[config.mk]
export PLATFORM = sky130hd
export DESIGN_NAME = measure_rx_parser_flat
export DESIGN_NICKNAME = d
export VERILOG_FILES = /design/src/rtl/measure_rx_parser_pkg.sv /design/src/rtl/measure_rx_parser_if.sv /design/src/rtl/measure_rx_parser.sv /design/src/flat_wrapper.sv
export SDC_FILE = /design/constraint.sdc
export NUM_CORES = 1
export LEC_CHECK = 0
export ABC_AREA = 1
export CAP_MARGIN = 20
export CORE_MARGIN = 2
export CORE_UTILIZATION = 44
export DETAILED_ROUTE_END_ITERATION = 6
export GPL_TIMING_DRIVEN = 1
export PLACE_DENSITY = 0.68
export RECOVER_POWER = 100
export SLEW_MARGIN = 25
export SYNTH_ARGS = -nofsm -noshare
export SYNTH_HDL_FRONTEND = slang
export SYNTH_SLANG_ARGS = --single-unit
[constraint.sdc]
create_clock -name sys_clk -period 2.9 [get_ports sys_clk]
set_input_delay 0.435 -clock sys_clk [delete_from_list [all_inputs] [get_ports sys_clk]]
set_output_delay 0.435 -clock sys_clk [all_outputs]
set_load 0.01 [all_outputs]
[src/rtl/measure_rx_parser_pkg.sv]
// rtl/measure_rx_parser_pkg.sv - XGMII characters, header constants and helpers for the RX parser
package measure_rx_parser_pkg;

  localparam logic [7:0]  XGMII_START    = 8'hfb;
  localparam logic [7:0]  XGMII_TERM     = 8'hfd;
  localparam logic [7:0]  XGMII_ERR      = 8'hfe;

  localparam logic [15:0] ETH_TYPE_IPV4  = 16'h0800;
  localparam logic [7:0]  IPV4_VER_IHL   = 8'h45;
  localparam logic [7:0]  IP_PROTO_UDP   = 8'h11;
  localparam logic [31:0] DEF_MAGIC_CODE = 32'h4d45_4153;

  // Word index 7 carries the last timestamp bytes; the header is complete after it.
  localparam logic [3:0]  HDR_LAST_WORD  = 4'd7;
  localparam logic [3:0]  WORD_IDX_MAX   = 4'd15;

  typedef enum logic [1:0] {
    ST_IDLE = 2'd0,
    ST_HDR  = 2'd1,
    ST_BODY = 2'd2,
    ST_DROP = 2'd3
  } rx_state_t;

  function automatic logic [7:0] lane_byte(input logic [63:0] word, input logic [2:0] lane);
    return word[{lane, 3'b000} +: 8];
  endfunction

  function automatic logic [31:0] sat_add32(input logic [31:0] a, input logic [31:0] b);
    logic [32:0] sum;
    sum = {1'b0, a} + {1'b0, b};
    return sum[32] ? 32'hffff_ffff : sum[31:0];
  endfunction

endpackage

[src/rtl/measure_rx_parser_if.sv]
// rtl/measure_rx_parser_if.sv - 64-bit XGMII receive bus
interface measure_rx_parser_if;
  logic [63:0] xgmii_rxd;
  logic [7:0]  xgmii_rxc;

  modport master (output xgmii_rxd, output xgmii_rxc);
  modport slave  (input  xgmii_rxd, input  xgmii_rxc);
endinterface

[src/rtl/measure_rx_parser.sv]
// rtl/measure_rx_parser.sv - qualifies IPv4/UDP measurement frames on XGMII RX and reports per-second stats
module measure_rx_parser
  import measure_rx_parser_pkg::*;
#(
  parameter logic [31:0] MAGIC_CODE = DEF_MAGIC_CODE,
  parameter logic [15:0] UDP_DPORT  = 16'h0900,
  parameter int          LAT_WIDTH  = 24
) (
  input  logic                 sys_clk,
  input  logic                 sys_rst_n,
  input  logic                 sec_oneshot,
  input  logic [31:0]          global_counter,
  measure_rx_parser_if.slave   xgmii,
  output logic [31:0]          rx_pps,
  output logic [31:0]          rx_throughput,
  output logic [LAT_WIDTH-1:0] rx_latency,
  output logic [31:0]          rx_ipv4_ip,
  output logic [15:0]          rx_err_count
);

  localparam logic [31:0] LAT_MAX = 32'((64'd1 << LAT_WIDTH) - 64'd1);

  logic [63:0]          rd;
  logic [7:0]           rc;
  rx_state_t            state_q, state_d;
  logic [3:0]           w_q, cur_w;
  logic                 is_start, any_err, term_hit, hdr_bad;
  logic [2:0]           first_lane;
  logic [15:0]          frame_len;
  logic                 commit, err_inc;
  logic [15:0]          ip_hi_q, ts_hi_q;
  logic [31:0]          ip_q, ts_full, diff;
  logic [LAT_WIDTH-1:0] lat_q, lat_sat;
  logic [31:0]          pps_acc, byte_acc;

  always_ff @(posedge sys_clk or negedge sys_rst_n) begin
    if (!sys_rst_n) begin
      rd <= '0;
      rc <= '0;
    end else begin
      rd <= xgmii.xgmii_rxd;
      rc <= xgmii.xgmii_rxc;
    end
  end

  assign is_start = (rc == 8'h01) && (rd[7:0] == XGMII_START);
  assign cur_w    = (w_q == WORD_IDX_MAX) ? WORD_IDX_MAX : w_q + 4'd1;

  // Length comes from the lowest control lane; termination/error may sit in any control lane.
  always_comb begin
    any_err    = 1'b0;
    term_hit   = 1'b0;
    first_lane = 3'd0;
    for (int k = 7; k >= 0; k--) begin
      if (rc[k]) begin
        first_lane = 3'(k);
        if (lane_byte(rd, 3'(k)) == XGMII_ERR)  any_err  = 1'b1;
        if (lane_byte(rd, 3'(k)) == XGMII_TERM) term_hit = 1'b1;
      end
    end
  end

  assign frame_len = {9'd0, cur_w - 4'd1, first_lane};

  always_comb begin
    hdr_bad = 1'b0;
    case (cur_w)
      4'd2: hdr_bad = ({lane_byte(rd, 3'd4), lane_byte(rd, 3'd5)} != ETH_TYPE_IPV4) ||
                      (lane_byte(rd, 3'd6) != IPV4_VER_IHL);
      4'd3: hdr_bad = lane_byte(rd, 3'd7) != IP_PROTO_UDP;
      4'd5: hdr_bad = {lane_byte(rd, 3'd4), lane_byte(rd, 3'd5)} != UDP_DPORT;
      4'd6: hdr_bad = {lane_byte(rd, 3'd2), lane_byte(rd, 3'd3),
                       lane_byte(rd, 3'd4), lane_byte(rd, 3'd5)} != MAGIC_CODE;
      default: hdr_bad = 1'b0;
    endcase
  end

  assign ts_full = {ts_hi_q, lane_byte(rd, 3'd0), lane_byte(rd, 3'd1)};
  assign diff    = global_counter - ts_full;
  assign lat_sat = (diff > LAT_MAX) ? LAT_MAX[LAT_WIDTH-1:0] : diff[LAT_WIDTH-1:0];

  always_ff @(posedge sys_clk or negedge sys_rst_n) begin
    if (!sys_rst_n) state_q <= ST_IDLE;
    else            state_q <= state_d;
  end

  always_comb begin
    state_d = state_q;
    commit  = 1'b0;
    err_inc = 1'b0;
    if (is_start) begin
      state_d = ST_HDR;
      err_inc = (state_q != ST_IDLE);
    end else begin
      case (state_q)
        ST_HDR: begin
          if (term_hit) begin
            state_d = ST_IDLE;
            err_inc = 1'b1;
          end else if (any_err || hdr_bad) begin
            state_d = ST_DROP;
          end else if (cur_w == HDR_LAST_WORD) begin
            state_d = ST_BODY;
          end
        end
        ST_BODY: begin
          if (term_hit) begin
            state_d = ST_IDLE;
            err_inc = any_err;
            commit  = !any_err;
          end else if (any_err) begin
            state_d = ST_DROP;
          end
        end
        ST_DROP: begin
          if (term_hit) begin
            state_d = ST_IDLE;
            err_inc = 1'b1;
          end
        end
        default: state_d = ST_IDLE;
      endcase
    end
  end

  always_ff @(posedge sys_clk or negedge sys_rst_n) begin
    if (!sys_rst_n) begin
      w_q           <= '0;
      ip_hi_q       <= '0;
      ip_q          <= '0;
      ts_hi_q       <= '0;
      lat_q         <= '0;
      pps_acc       <= '0;
      byte_acc      <= '0;
      rx_pps        <= '0;
      rx_throughput <= '0;
      rx_latency    <= '0;
      rx_ipv4_ip    <= '0;
      rx_err_count  <= '0;
    end else begin
      w_q <= is_start ? 4'd0 : cur_w;

      if (state_q == ST_HDR && !is_start) begin
        if (cur_w == 4'd4) ip_hi_q <= {lane_byte(rd, 3'd6), lane_byte(rd, 3'd7)};
        if (cur_w == 4'd5) ip_q    <= {ip_hi_q, lane_byte(rd, 3'd0), lane_byte(rd, 3'd1)};
        if (cur_w == 4'd6) ts_hi_q <= {lane_byte(rd, 3'd6), lane_byte(rd, 3'd7)};
        if (cur_w == HDR_LAST_WORD) lat_q <= lat_sat;
      end

      if (commit) begin
        rx_latency <= lat_q;
        rx_ipv4_ip <= ip_q;
      end

      if (err_inc) rx_err_count <= rx_err_count + 16'd1;

      // A frame committing on the window edge is credited to the new window.
      if (sec_oneshot) begin
        rx_pps        <= pps_acc;
        rx_throughput <= byte_acc;
        pps_acc       <= commit ? 32'd1 : 32'd0;
        byte_acc      <= commit ? {16'd0, frame_len} : 32'd0;
      end else if (commit) begin
        pps_acc       <= sat_add32(pps_acc, 32'd1);
        byte_acc      <= sat_add32(byte_acc, {16'd0, frame_len});
      end
    end
  end

endmodule
[src/flat_wrapper.sv]
// flat-port wrapper written by rule: the top's interface ports become plain ports
module measure_rx_parser_flat import measure_rx_parser_pkg::*;
#(
  parameter logic [31:0] MAGIC_CODE = DEF_MAGIC_CODE,
  parameter logic [15:0] UDP_DPORT  = 16'h0900,
  parameter int          LAT_WIDTH  = 24
)
  (sys_clk, sys_rst_n, sec_oneshot, global_counter, rx_pps, rx_throughput, rx_latency, rx_ipv4_ip, rx_err_count, xgmii_xgmii_rxd, xgmii_xgmii_rxc);
  measure_rx_parser_if xgmii_i ();
  input  logic sys_clk;
  input  logic sys_rst_n;
  input  logic sec_oneshot;
  input  logic [31:0] global_counter;
  output logic [31:0] rx_pps;
  output logic [31:0] rx_throughput;
  output logic [LAT_WIDTH-1:0] rx_latency;
  output logic [31:0] rx_ipv4_ip;
  output logic [15:0] rx_err_count;
  input wire logic [$bits(xgmii_i.xgmii_rxd)-1:0] xgmii_xgmii_rxd;
  input wire logic [$bits(xgmii_i.xgmii_rxc)-1:0] xgmii_xgmii_rxc;
  assign xgmii_i.xgmii_rxd = xgmii_xgmii_rxd;
  assign xgmii_i.xgmii_rxc = xgmii_xgmii_rxc;
  measure_rx_parser #(.MAGIC_CODE(MAGIC_CODE), .UDP_DPORT(UDP_DPORT), .LAT_WIDTH(LAT_WIDTH)) u_core (.sys_clk(sys_clk), .sys_rst_n(sys_rst_n), .sec_oneshot(sec_oneshot), .global_counter(global_counter), .xgmii(xgmii_i), .rx_pps(rx_pps), .rx_throughput(rx_throughput), .rx_latency(rx_latency), .rx_ipv4_ip(rx_ipv4_ip), .rx_err_count(rx_err_count));
endmodule
==> impl_metrics.py <==
metrics = {
    "critical_path": {
        "start_kind": "flop",
        "critPathCaptureType": "flop",
        "reg2reg_to": "u_core.byte_acc[30]$_DFFE_PN0P_",
        "worst-endpoint-arrival_ns": 3.36,
        "r2r_cells": 18,
        "r2r_slack_ns": -0.03,
        "crit_path_end": "u_core.byte_acc[30]$_DFFE_PN0P_",
        "critical_path_class": "reg2reg",
        "r2r_start": "u_core.w_q[1]$_DFF_PN0_",
        "crit_required_ns": 3.33,
        "cp_max_fo": 5,
        "crit_start": "u_core.w_q[1]$_DFF_PN0_",
    },
    "pwr": {
        "cellLeakagePower_nw": 12.30,
        "p_total_w": 0.01256,
        "ir_drop_mv": 0.3629,
        "pwr_density_cell_nw_per_um2": 525.6,
    },
    "detailed_routing": {
        "avgRoutedWirePerCell_um": 15.72,
        "drc": 0,
        "wl_mm": 51.71,
        "met1Wirelength_mm": 24.12,
        "wl_met3_mm": 2.498,
        "antenna_left": 0,
        "top_layer": "met4",
        "vias": 16590,
        "via_per_inst": 5.041,
        "first_pass_iters": 5,
        "met2_length_mm": 23.70,
        "drt-initial-drc-count": 1196,
    },
    "global_route": {
        "grt_pass1_vias": 16150,
        "antenna_found_initial": 1,
        "grt_pass1_wl_mm": 83.39,
        "grt_overflow": 0,
        "gr-usage-all-layers_pct": 23.48,
        "grt_max_degree": 87,
    },
    "clock_network": {
        "root_buffer": "clkbuf_16",
        "htreeDepth": 2,
        "clock_latency_ns": 0.56,
        "cts_buffer_depth": 3,
        "cts.clk_slew.worst_paths_ns": 0.06,
        "cts_buffers": 41,
        "cts_tree": "done",
        "cts.sinks": 366,
    },
    "synth": {
        "yosysSeqAreaShare_pct": 48.72,
        "synth_area_leaders": "dfrtp_1 49%, nand2_1 15%, inv_1 6.8%, o21ai_0 6.0%, nor2_1 3.6%",
        "yosysTopAreaCellShare_pct": 48.72,
        "netlist_area_um2": 18800,
        "synth_area_per_cell_um2": 7.803,
        "synth_top_area_cell": "dfrtp_1",
        "synthesis.nets": 2569,
        "synth_seq_cells": 366,
        "syn-instance-count": 2409,
        "synth_warnings": 0,
        "synth_cell_types": 46,
    },
    "sta": {
        "slew_headroom_pct": -19.08,
        "rsz0062_at_grt": "yes",
        "fin_crit_sh_pct": 100.9,
        "slew_violations": 63,
        "tightestPinTransition_ns": 1.786,
        "layout_setup_ws_ns": -0.02607,
        "hold_viol": 0,
        "finalSetupViolations": 2,
        "fmax_mhz": 341.8,
        "finClkSkew_ns": 0.02026,
        "hold_ws_ns": 0.4279,
        "tns_ns": -0.03957,
        "fin_crit_ns": 2.926,
    },
    "die": {
        "num_rows": 75,
        "core-area_um2": 42040,
        "io_pins": 243,
        "start_util_pct": 44.71,
        "die_h_um": 210.7,
        "die_width_um": 210.7,
        "dieArea_um2": 44390,
    },
    "flow_run": {
        "drv_cap": 1,
    },
    "outcome": {
        "outcome": "finished with violations",
        "violations": "max-capacitance violations, max-slew violations, negative setup slack",
    },
    "placed_design": {
        "gp_congestion": 0.9193,
        "hpwl_mm": 38.86,
        "io_buffers": 242,
        "post-place-ws_ns": -0.1245,
    },
    "min_path": {
        "hold_class": "in2reg",
    },
    "layout": {
        "fin_util_pct": 56.83,
        "syn2layout_area_growth_pct": 27.09,
        "drive_gt1_share_pct": 9.055,
        "finalNetCount": 2881,
    },
}
-- report_power, final --
group | switching (W) | internal, W | total, W
logic | 0.00112 | 0.000972 | 0.00209
clock network | 0.00205 | 0.00313 | 0.00518
registers | 0.0000913 | 0.00519 | 0.00528
total | 0.00326 | 0.00929 | 0.0126
-- registers in the layout, indices dropped and copies added, names as in the netlist --
name                  flops
u_core.pps_acc           32
u_core.rc                 8
u_core.rd                64
u_core.ts_hi_q           16
u_core.lat_q             24
u_core.rx_latency        24
u_core.rx_err_count      16
u_core.rx_throughput     32
u_core.rx_pps            32
u_core.ip_hi_q           16
u_core.state_q            2
u_core.w_q                4
u_core.ip_q              32
u_core.byte_acc          32
u_core.rx_ipv4_ip        32
-- cells in the final DEF, fill, tap and decap left out, types with 15 or more instances in the layout --
| cell | synthesis | routed |
|---|---|---|
| xor2_1 | 54 | 53 |
| nand3_1 | 123 | 119 |
| ha_1 | 51 | 46 |
| dfrtp_1 | 366 | 366 |
| clkdlybuf4s50_1 | 0 | 33 |
| dlygate4sd3_1 | 0 | 209 |
| a21oi_1 | 53 | 51 |
| nand2_1 | 731 | 722 |
| clkbuf_16 | 0 | 42 |
| o21ai_0 | 226 | 220 |
| nand2_2 | 11 | 17 |
| inv_1 | 340 | 333 |
| nor2_1 | 178 | 171 |
| nand3_2 | 12 | 15 |
| buf_4 | 3 | 68 |
| nand4_1 | 37 | 37 |
| o21ai_1 | 13 | 18 |
| nor3_1 | 55 | 55 |
-- cells by family (layout without fill, tap and decap cells) --
kind of cell | count (synthesis) | count (layout) | share of synthesized area (%)
AND/OR/NAND/NOR | 1193 | 1193 | 27.11
buffers and inverters | 416 | 757 | 8.806
flip-flops | 366 | 366 | 48.72
AO/OA/AOI/OAI | 316 | 316 | 8.713
XOR/XNOR | 64 | 64 | 2.982
adder cells (fa/ha/maj) | 53 | 53 | 3.608
multiplexers | 1 | 1 | 0.05990
other | 0 | 1 | 0
-- layout make-up --
type	instances	area [um2]
Antenna cell	1	2.502
Multi-Input combinational cell	1627	8198
Clock buffer	60	1199
Tap cell	539	674.4
Inverter	351	1329
Fill cell	3790	18150
Sequential cell	366	9159
Clock inverter	12	151.4
Timing Repair Buffer	334	3178
-- through the flow --
stage,cell area (um2),instances
floorplan,18800,2409
global placement,22260,3202
detailed placement,22260,3202
CTS,23670,3278
global route,23890,3290
finish,23890,3290
-- critical path: stages, from the launching register on --
cell and delay (ns):
dfrtp_1 0.42, inv_2 0.08, ha_4 0.27, inv_4 0.04, nand2_4 0.07, inv_4 0.04, ha_4 0.17, xor2_4 0.21
ha_4 0.24, nand2_2 0.06, nand2_2 0.05, buf_4 0.13, a21oi_2 0.16, o21ai_2 0.08, nand4_1 0.13, clkinvlp_4 0.16
buf_4 0.18, o31ai_1 0.19, o21ai_0 0.11
-- synthesized netlist by cell type (all sizes together) --
cell type  number
clkbuf         30
dfrtp         366
a31oi           4
o21ai         240
nand4          38
nand3b          4
nand2         744
fa              2
mux2            1
xor2           54
nor3b           1
a21oi          53
buf            35
xnor2          10
nand3         135
or2             8
nor2          190
o21bai          6
o31ai          10
nor3           60
inv           351
and2            1
and3            1
o211ai          1
ha             51
o21a            1
nor4           11
a21o            1
-- worst min path at each step --
| stage | cells past startpoint | to | startpoint | slack [ns] |
|---|---|---|---|---|
| CTS | 1 | u_core.rd[18]$_DFF_PN0_ | xgmii_xgmii_rxd[18] | 0.28 |
| finish | 1 | u_core.rd[39]$_DFF_PN0_ | xgmii_xgmii_rxd[39] | 0.43 |
| detailed placement | 1 | u_core.rx_ipv4_ip[25]$_DFFE_PN0P_ | sys_rst_n | 0.44 |
| global route | 1 | u_core.rd[39]$_DFF_PN0_ | xgmii_xgmii_rxd[39] | 0.41 |
| global placement | 1 | u_core.rx_ipv4_ip[25]$_DFFE_PN0P_ | sys_rst_n | 0.44 |
| floorplan | 0 | u_core.byte_acc[0]$_DFFE_PN0P_ | sys_rst_n | 0.14 |
-- layer usage --
| layer | up-vias | track usage, % |
|---|---|---|
| li1 | 8239 | - |
| met1 | 7810 | 33.21 |
| met2 | 454 | 37.54 |
| met3 | 83 | 3.018 |
| met4 | 0 | 7.795 |
| met5 | - | 0 |
-- timing repair --
item	4_1_cts	5_1_grt
pin swaps	9	27
cloned	0	0
buffers inserted	3	11
gates resized for setup	13	58
hold buffers	1	0
hold endpoints to repair	58	0
setup endpoints to repair	15	32
Power figures use the tool's default switching activity.
